[config.mk]
export PLATFORM = sky130hd
export DESIGN_NAME = timekeeper_hms_flat
export DESIGN_NICKNAME = d
export VERILOG_FILES = /design/src/rtl/clock_pkg.sv /design/src/rtl/timekeeper_hms_if.sv /design/src/rtl/wrap_counter.sv /design/src/rtl/timekeeper_hms.sv /design/src/flat_wrapper.sv
export SDC_FILE = /design/constraint.sdc
export NUM_CORES = 1
export LEC_CHECK = 0
export ABC_AREA = 1
export CAP_MARGIN = 15
export CORE_ASPECT_RATIO = 1.75
export CORE_MARGIN = 2
export CORE_UTILIZATION = 35
export DETAILED_ROUTE_END_ITERATION = 16
export RECOVER_POWER = 100
export SKIP_CTS_REPAIR_TIMING = 1
export SLEW_MARGIN = 25
export SYNTH_ARGS = -nofsm -noshare
export SYNTH_HDL_FRONTEND = slang
export SYNTH_HIERARCHICAL = 1
export SYNTH_SLANG_ARGS = --single-unit
[constraint.sdc]
create_clock -name clk -period 9.67 [get_ports clk]
set_input_delay 2.901 -clock clk [delete_from_list [all_inputs] [get_ports clk]]
set_output_delay 2.901 -clock clk [all_outputs]
set_load 0.005 [all_outputs]
[src/rtl/clock_pkg.sv]
// Shared limits and divider helpers for the hour/minute/second timekeeper.
// Pure constants and elaboration-time functions; no logic, no latency.
package clock_pkg;

   localparam int SEC_MAX       = 59;
   localparam int MIN_MAX       = 59;
   localparam int HOUR_MAX_24   = 23;
   localparam int HOUR_12_RESET = 12;

   function automatic int calc_div(input int clk_hz, input int tick_hz);
      return clk_hz / tick_hz;
   endfunction

   function automatic int calc_presc_w(input int div);
      return (div < 2) ? 1 : $clog2(div);
   endfunction

endpackage

[src/rtl/timekeeper_hms_if.sv]
// Control/alarm inputs and time outputs of timekeeper_hms, bundled as one port.
// Plain wires; no latency and no backpressure.
interface timekeeper_hms_if #(
   parameter int W = 7
) ();

   logic         run;
   logic         set_en;
   logic [W-1:0] set_sec;
   logic [W-1:0] set_min;
   logic [W-1:0] set_hour;
   logic         set_pm;
   logic         inc_min;
   logic         inc_hour;
   logic         alarm_en;
   logic [W-1:0] alarm_min;
   logic [W-1:0] alarm_hour;
   logic         alarm_pm;

   logic [W-1:0] second;
   logic [W-1:0] minute;
   logic [W-1:0] hour;
   logic         pm;
   logic         sec_tick;
   logic         set_err;
   logic         alarm_hit;

   modport master (
      output run, set_en, set_sec, set_min, set_hour, set_pm,
      output inc_min, inc_hour, alarm_en, alarm_min, alarm_hour, alarm_pm,
      input  second, minute, hour, pm, sec_tick, set_err, alarm_hit
   );

   modport slave (
      input  run, set_en, set_sec, set_min, set_hour, set_pm,
      input  inc_min, inc_hour, alarm_en, alarm_min, alarm_hour, alarm_pm,
      output second, minute, hour, pm, sec_tick, set_err, alarm_hit
   );

endinterface

[src/rtl/wrap_counter.sv]
// Modulo-(MAX+1) counter with synchronous load; load beats inc. q is registered, one cycle
// after inc/load. carry is combinational (inc while at MAX). Never stalls.
module wrap_counter #(
   parameter int MAX = 59,
   parameter int W   = 7
) (
   input  logic         clk,
   input  logic         rst,
   input  logic         inc,
   input  logic         load,
   input  logic [W-1:0] load_val,
   output logic [W-1:0] q,
   output logic         carry
);

   logic [W-1:0] q_q;
   logic [W-1:0] q_d;

   assign carry = inc && (q_q == W'(MAX));

   always_comb begin
      q_d = q_q;
      if (load) begin
         q_d = load_val;
      end else if (inc) begin
         q_d = carry ? '0 : q_q + W'(1);
      end
   end

   always_ff @(posedge clk) begin
      if (rst) begin
         q_q <= '0;
      end else begin
         q_q <= q_d;
      end
   end

   assign q = q_q;

endmodule

[src/rtl/timekeeper_hms.sv]
// Time-of-day counter (12h/24h) with prescaler, load, per-field increment and alarm.
// Outputs registered, update one cycle after the causing input; never stalls its inputs.
module timekeeper_hms
   import clock_pkg::*;
#(
   parameter int CLK_HZ   = 50_000_000,
   parameter int TICK_HZ  = 1,
   parameter int MODE_12H = 0,
   parameter int W        = 7
) (
   input logic             clk,
   input logic             rst,
   timekeeper_hms_if.slave bus
);

   localparam int DIV = calc_div(CLK_HZ, TICK_HZ);
   localparam int PW  = calc_presc_w(DIV);
   localparam logic [W-1:0] HOUR_RST = (MODE_12H != 0) ? W'(HOUR_12_RESET) : '0;

   logic [PW-1:0] presc_q, presc_d;
   logic          pend_q, pend_d;
   logic [W-1:0]  hour_q, hour_d;
   logic          pm_q, pm_d;
   logic          sec_tick_q, sec_tick_d;
   logic          set_err_q, set_err_d;
   logic          alarm_hit_q, alarm_hit_d;

   logic [W-1:0]  second;
   logic [W-1:0]  minute;
   logic          tick;
   logic          hour_ok;
   logic          set_ok;
   logic          inc_min_eff;
   logic          inc_hour_eff;
   logic          inc_any;
   logic          adv;
   logic          sec_carry;
   logic          min_carry;
   logic          hour_step;

   always_comb begin
      hour_ok = 1'b0;
      if (MODE_12H != 0) begin
         hour_ok = (bus.set_hour >= W'(1)) && (bus.set_hour <= W'(HOUR_12_RESET));
      end else begin
         hour_ok = (bus.set_hour <= W'(HOUR_MAX_24));
      end
   end

   assign tick         = bus.run && (presc_q == PW'(DIV - 1));
   assign set_ok       = bus.set_en && hour_ok &&
                         (bus.set_sec <= W'(SEC_MAX)) && (bus.set_min <= W'(MIN_MAX));
   assign inc_min_eff  = bus.inc_min && !set_ok;
   assign inc_hour_eff = bus.inc_hour && !set_ok;
   assign inc_any      = inc_min_eff || inc_hour_eff;
   // A tick that collides with a button increment is deferred by one cycle, never dropped.
   assign adv          = !set_ok && !inc_any && (pend_q || tick);
   assign hour_step    = inc_hour_eff || (min_carry && !inc_min_eff);

   wrap_counter #(.MAX(SEC_MAX), .W(W)) u_sec (
      .clk      (clk),
      .rst      (rst),
      .inc      (adv),
      .load     (set_ok),
      .load_val (bus.set_sec),
      .q        (second),
      .carry    (sec_carry)
   );

   wrap_counter #(.MAX(MIN_MAX), .W(W)) u_min (
      .clk      (clk),
      .rst      (rst),
      .inc      (sec_carry || inc_min_eff),
      .load     (set_ok),
      .load_val (bus.set_min),
      .q        (minute),
      .carry    (min_carry)
   );

   always_comb begin
      presc_d     = presc_q;
      pend_d      = pend_q;
      hour_d      = hour_q;
      pm_d        = pm_q;
      sec_tick_d  = adv;
      set_err_d   = bus.set_en && !set_ok;
      alarm_hit_d = bus.alarm_en && sec_tick_q && (second == '0) &&
                    (minute == bus.alarm_min) && (hour_q == bus.alarm_hour) &&
                    ((MODE_12H == 0) || (pm_q == bus.alarm_pm));

      if (set_ok) begin
         presc_d = '0;
         pend_d  = 1'b0;
      end else begin
         if (bus.run) begin
            presc_d = tick ? '0 : presc_q + PW'(1);
         end
         pend_d = inc_any ? (pend_q || tick) : (pend_q && tick);
      end

      if (set_ok) begin
         hour_d = bus.set_hour;
         pm_d   = (MODE_12H != 0) ? bus.set_pm : 1'b0;
      end else if (hour_step) begin
         if (MODE_12H != 0) begin
            // 12h dial: 11 -> 12 flips am/pm, 12 -> 1 keeps it.
            if (hour_q == W'(HOUR_12_RESET - 1)) begin
               hour_d = W'(HOUR_12_RESET);
               pm_d   = ~pm_q;
            end else if (hour_q == W'(HOUR_12_RESET)) begin
               hour_d = W'(1);
            end else begin
               hour_d = hour_q + W'(1);
            end
         end else begin
            hour_d = (hour_q == W'(HOUR_MAX_24)) ? '0 : hour_q + W'(1);
         end
      end
   end

   always_ff @(posedge clk) begin
      if (rst) begin
         presc_q     <= '0;
         pend_q      <= 1'b0;
         hour_q      <= HOUR_RST;
         pm_q        <= 1'b0;
         sec_tick_q  <= 1'b0;
         set_err_q   <= 1'b0;
         alarm_hit_q <= 1'b0;
      end else begin
         presc_q     <= presc_d;
         pend_q      <= pend_d;
         hour_q      <= hour_d;
         pm_q        <= pm_d;
         sec_tick_q  <= sec_tick_d;
         set_err_q   <= set_err_d;
         alarm_hit_q <= alarm_hit_d;
      end
   end

   assign bus.second    = second;
   assign bus.minute    = minute;
   assign bus.hour      = hour_q;
   assign bus.pm        = pm_q;
   assign bus.sec_tick  = sec_tick_q;
   assign bus.set_err   = set_err_q;
   assign bus.alarm_hit = alarm_hit_q;

endmodule

[src/flat_wrapper.sv]
// flat-port wrapper written by rule: the top's interface ports become plain ports
module timekeeper_hms_flat import clock_pkg::*;
#(
   parameter int CLK_HZ   = 50_000_000,
   parameter int TICK_HZ  = 1,
   parameter int MODE_12H = 0,
   parameter int W        = 7
)
  (clk, rst, bus_run, bus_set_en, bus_set_sec, bus_set_min, bus_set_hour, bus_set_pm, bus_inc_min, bus_inc_hour, bus_alarm_en, bus_alarm_min, bus_alarm_hour, bus_alarm_pm, bus_second, bus_minute, bus_hour, bus_pm, bus_sec_tick, bus_set_err, bus_alarm_hit);
  timekeeper_hms_if #(.W(W)) bus_i ();
  input logic clk;
  input logic rst;
  input wire logic [$bits(bus_i.run)-1:0] bus_run;
  input wire logic [$bits(bus_i.set_en)-1:0] bus_set_en;
  input wire logic [$bits(bus_i.set_sec)-1:0] bus_set_sec;
  input wire logic [$bits(bus_i.set_min)-1:0] bus_set_min;
  input wire logic [$bits(bus_i.set_hour)-1:0] bus_set_hour;
  input wire logic [$bits(bus_i.set_pm)-1:0] bus_set_pm;
  input wire logic [$bits(bus_i.inc_min)-1:0] bus_inc_min;
  input wire logic [$bits(bus_i.inc_hour)-1:0] bus_inc_hour;
  input wire logic [$bits(bus_i.alarm_en)-1:0] bus_alarm_en;
  input wire logic [$bits(bus_i.alarm_min)-1:0] bus_alarm_min;
  input wire logic [$bits(bus_i.alarm_hour)-1:0] bus_alarm_hour;
  input wire logic [$bits(bus_i.alarm_pm)-1:0] bus_alarm_pm;
  output wire logic [$bits(bus_i.second)-1:0] bus_second;
  output wire logic [$bits(bus_i.minute)-1:0] bus_minute;
  output wire logic [$bits(bus_i.hour)-1:0] bus_hour;
  output wire logic [$bits(bus_i.pm)-1:0] bus_pm;
  output wire logic [$bits(bus_i.sec_tick)-1:0] bus_sec_tick;
  output wire logic [$bits(bus_i.set_err)-1:0] bus_set_err;
  output wire logic [$bits(bus_i.alarm_hit)-1:0] bus_alarm_hit;
  assign bus_i.run = bus_run;
  assign bus_i.set_en = bus_set_en;
  assign bus_i.set_sec = bus_set_sec;
  assign bus_i.set_min = bus_set_min;
  assign bus_i.set_hour = bus_set_hour;
  assign bus_i.set_pm = bus_set_pm;
  assign bus_i.inc_min = bus_inc_min;
  assign bus_i.inc_hour = bus_inc_hour;
  assign bus_i.alarm_en = bus_alarm_en;
  assign bus_i.alarm_min = bus_alarm_min;
  assign bus_i.alarm_hour = bus_alarm_hour;
  assign bus_i.alarm_pm = bus_alarm_pm;
  assign bus_second = bus_i.second;
  assign bus_minute = bus_i.minute;
  assign bus_hour = bus_i.hour;
  assign bus_pm = bus_i.pm;
  assign bus_sec_tick = bus_i.sec_tick;
  assign bus_set_err = bus_i.set_err;
  assign bus_alarm_hit = bus_i.alarm_hit;
  timekeeper_hms #(.CLK_HZ(CLK_HZ), .TICK_HZ(TICK_HZ), .MODE_12H(MODE_12H), .W(W)) u_core (.clk(clk), .rst(rst), .bus(bus_i));
endmodule
==> impl_metrics.yaml <==
run_status:
  status: "finished clean"
job:
  maxCapViolCount: 0
hold_path:
  worstHoldPathCells: 2
  worstHoldStart: "u_core/presc_q[4]"
  hold_path.class: "flip-flop to flip-flop"
  hold_end: "u_core/presc_q[4]"
power_and_ir_drop:
  p_leak_uw: 0.001720
  vdd_ir_drop_max_mv: 0.07378
  power_uw: 442.7
  powerDensity_nw_per_um2: 106.2
yosys:
  synth_seq_cells: 51
  synth_edf_count: 0
  syn_inst: 505
  synth_fp_nets: 553
  yosys_most_used_dff: "dfxtp_1"
  ys_warn_count: 6
  syn_avg_cell_area_sq_um: 6.576
  ys_types: 37
  synthArstFlopShare_pct: 0
  yosysSeqAreaShare_pct: 30.75
  syn_area_sq_um: 3321
global_routing:
  grt_pass1_wl_mm: 15.16
  grt-ovfl-total: 0
  track_usage_pct: 18.36
  antenna_found_initial: 0
  grt_max_degree: 26
  first_global_vias: 3291
timing:
  setup_viol: 0
  finalClockSkew_ns: 0.008957
  worst_pin_slew_ns: 1.117
  whs_ns: 0.4944
  hold_viol_final: 0
  fin_crit_ns: 6.643
  setup-tns-final_ns: 0
  rsz0062_at_grt: "false"
  slew-limit-headroom_pct: 25.52
  report.final.slew_viol_count: 0
  fin_ws_ns: 3.027
  period_share_pct: 68.70
  fmax_ghz: 0.1505
clock_network:
  root_buffer: "clkbuf_16"
  cts_max_level: 2
  clk_path_buf_depth: 2
  insertion_delay_ns: 0.29
  path_clk_slew_ns: 0.07
  numCtsBuffers: 5
  cts_tree: "yes"
  clock_sinks: 51
die:
  initial_core_util_pct: 35.51
  rows: 47
  io_pins: 69
  die_height_um: 132.9
  core_sq_um: 9350
  dieArea_sq_um: 10310
  die_x_um: 77.63
route:
  routed_wl_mm: 9.602
  routedWlPerCell_um: 13.84
  dr.pass1.iters: 5
  vias_per_cell: 5.032
  ant_nets: 0
  drt_iter0_drc: 198
  drc: 0
  vias: 3492
setup_path:
  cp-start-kind: "input pin"
  worstSetupPathType: "input pin to flip-flop"
  r2r_setup_slack_ns: 6.36
  slowest_delay_ns: 0.89
  crit_chain: "dlygate4sd3_1, nand2_1, nand2_1, nor2_1, nand3_1, inv_1, o21bai_1, nand3_1, nor2_1, a21oi_1, inv_1, nand3_1, nand2_1, o21ai_0, a21oi_1"
  required_ns: 9.81
  crit_path_top_delay_cell: "inv_1"
  reg2reg_from: "u_core/presc_q[0]"
  worstReg2RegEnd: "u_core/bus.hour[2]"
  reg2regPathDepth: 19
  cp.arrival_ns: 6.78
  crit_path_max_fanout: 25
  worstSetupEndpointType: "flip-flop"
place:
  dp.cells: 686
  port_buffers: 65
  place_ws_ns: 3.289
  dp.final_hpwl_mm: 7.548
  gp_congestion: 0.9122
cells_and_area:
  fin_nets: 619
  diodes: 0
  final_cell_mix: "109 x nand2_1, 84 x nor2_1, 59 x inv_1"
  fin_cells: 694
  drive_gt1_share_pct: 8.042
  layout_commonest_cell: "nand2_1"
  area_growth_pct: 25.55
-- Yosys cell counts (5+ instances only) --
library cell / instances / area (sq um)
o21ai_0: 10 / 50.05
inv_2: 7 / 26.28
a22oi_1: 8 / 60.06
nor2_2: 9 / 56.30
a21oi_1: 23 / 115.1
xnor2_1: 7 / 61.31
dfxtp_1: 51 / 1021
o21bai_1: 8 / 60.06
nor2_4: 10 / 112.6
nand2_1: 108 / 405.4
nor3_1: 10 / 50.05
nand2_2: 8 / 50.05
nand3_1: 49 / 245.2
nand4_1: 14 / 87.58
xor2_1: 7 / 61.31
inv_1: 57 / 214.0
nor2_1: 81 / 304.0
a21oi_2: 5 / 43.79
-- routing by layer --
metal / wire [um] / GRT usage, % / vias to the layer above
li1: - / - / 1764
met1: 3482 / 17.70 / 1593
met2: 5404 / 35.54 / 113
met3: 404 / 2.865 / 22
met4: 310 / 10.52 / 0
met5: 0 / 0 / -
-- state kept, by name, indices dropped and copies added, names as in the netlist --
register,cells
u_core/bus.alarm_hit,1
u_core/bus.hour,7
u_core/bus.sec_tick,1
u_core/bus.set_err,1
u_core/pend_q,1
u_core/presc_q,26
u_core/u_min/q,7
u_core/u_sec/q,7
-- how the worst max path moves through the flow --
stage	startpoint	endpoint	cells after the start
after floorplan	bus_run	u_core/bus.hour[2]	17
after global placement	bus_set_hour[3]	u_core/bus.hour[2]	15
after detailed placement	bus_set_hour[3]	u_core/bus.hour[2]	15
after CTS	bus_set_hour[3]	u_core/bus.hour[2]	15
after global routing	bus_set_hour[3]	u_core/bus.hour[2]	15
final	bus_set_hour[3]	u_core/bus.hour[2]	15
-- metrics by stage --
| stage | area, sq um | utilization, % |
|---|---|---|
| after CTS | 4214 | 45.07 |
| after floorplan | 3321 | - |
| final | 4169 | 44.59 |
| after global routing | 4169 | 44.59 |
| after global placement | 4073 | 43.56 |
| after detailed placement | 4073 | 43.56 |
-- area by class of cell --
cell class	count	area, sq um
inverter	64	240.2
sequential	51	1021
clock buffer	6	128.9
fill	964	5181
tap	122	152.6
timing repair buffer	66	654.4
clock inverter	2	12.51
multi-input combinational	383	1959
-- cell families after synthesis --
group                    share of synthesized area, %
XOR/XNOR                                        3.693
flip-flops                                      30.75
buffers and inverters                           9.005
AO/OA/AOI/OAI                                   11.83
AND/OR/NAND/NOR                                 43.11
adder cells (fa/ha/maj)                         1.507
other                                          0.1129
-- power by group --
part | switching (uW) | internal (uW)
clock network | 78.5 | 95.7
logic | 23.3 | 26.7
registers | 5.26 | 213
total | 107 | 336
-- critical path: cells and delay by family --
kind / cells / cell delay [ns]
buffers and inverters: 3 / 1.78
AO/OA/AOI/OAI: 4 / 0.94
AND/OR/NAND/NOR: 8 / 1.14
(Power assumes the default switching activity.)
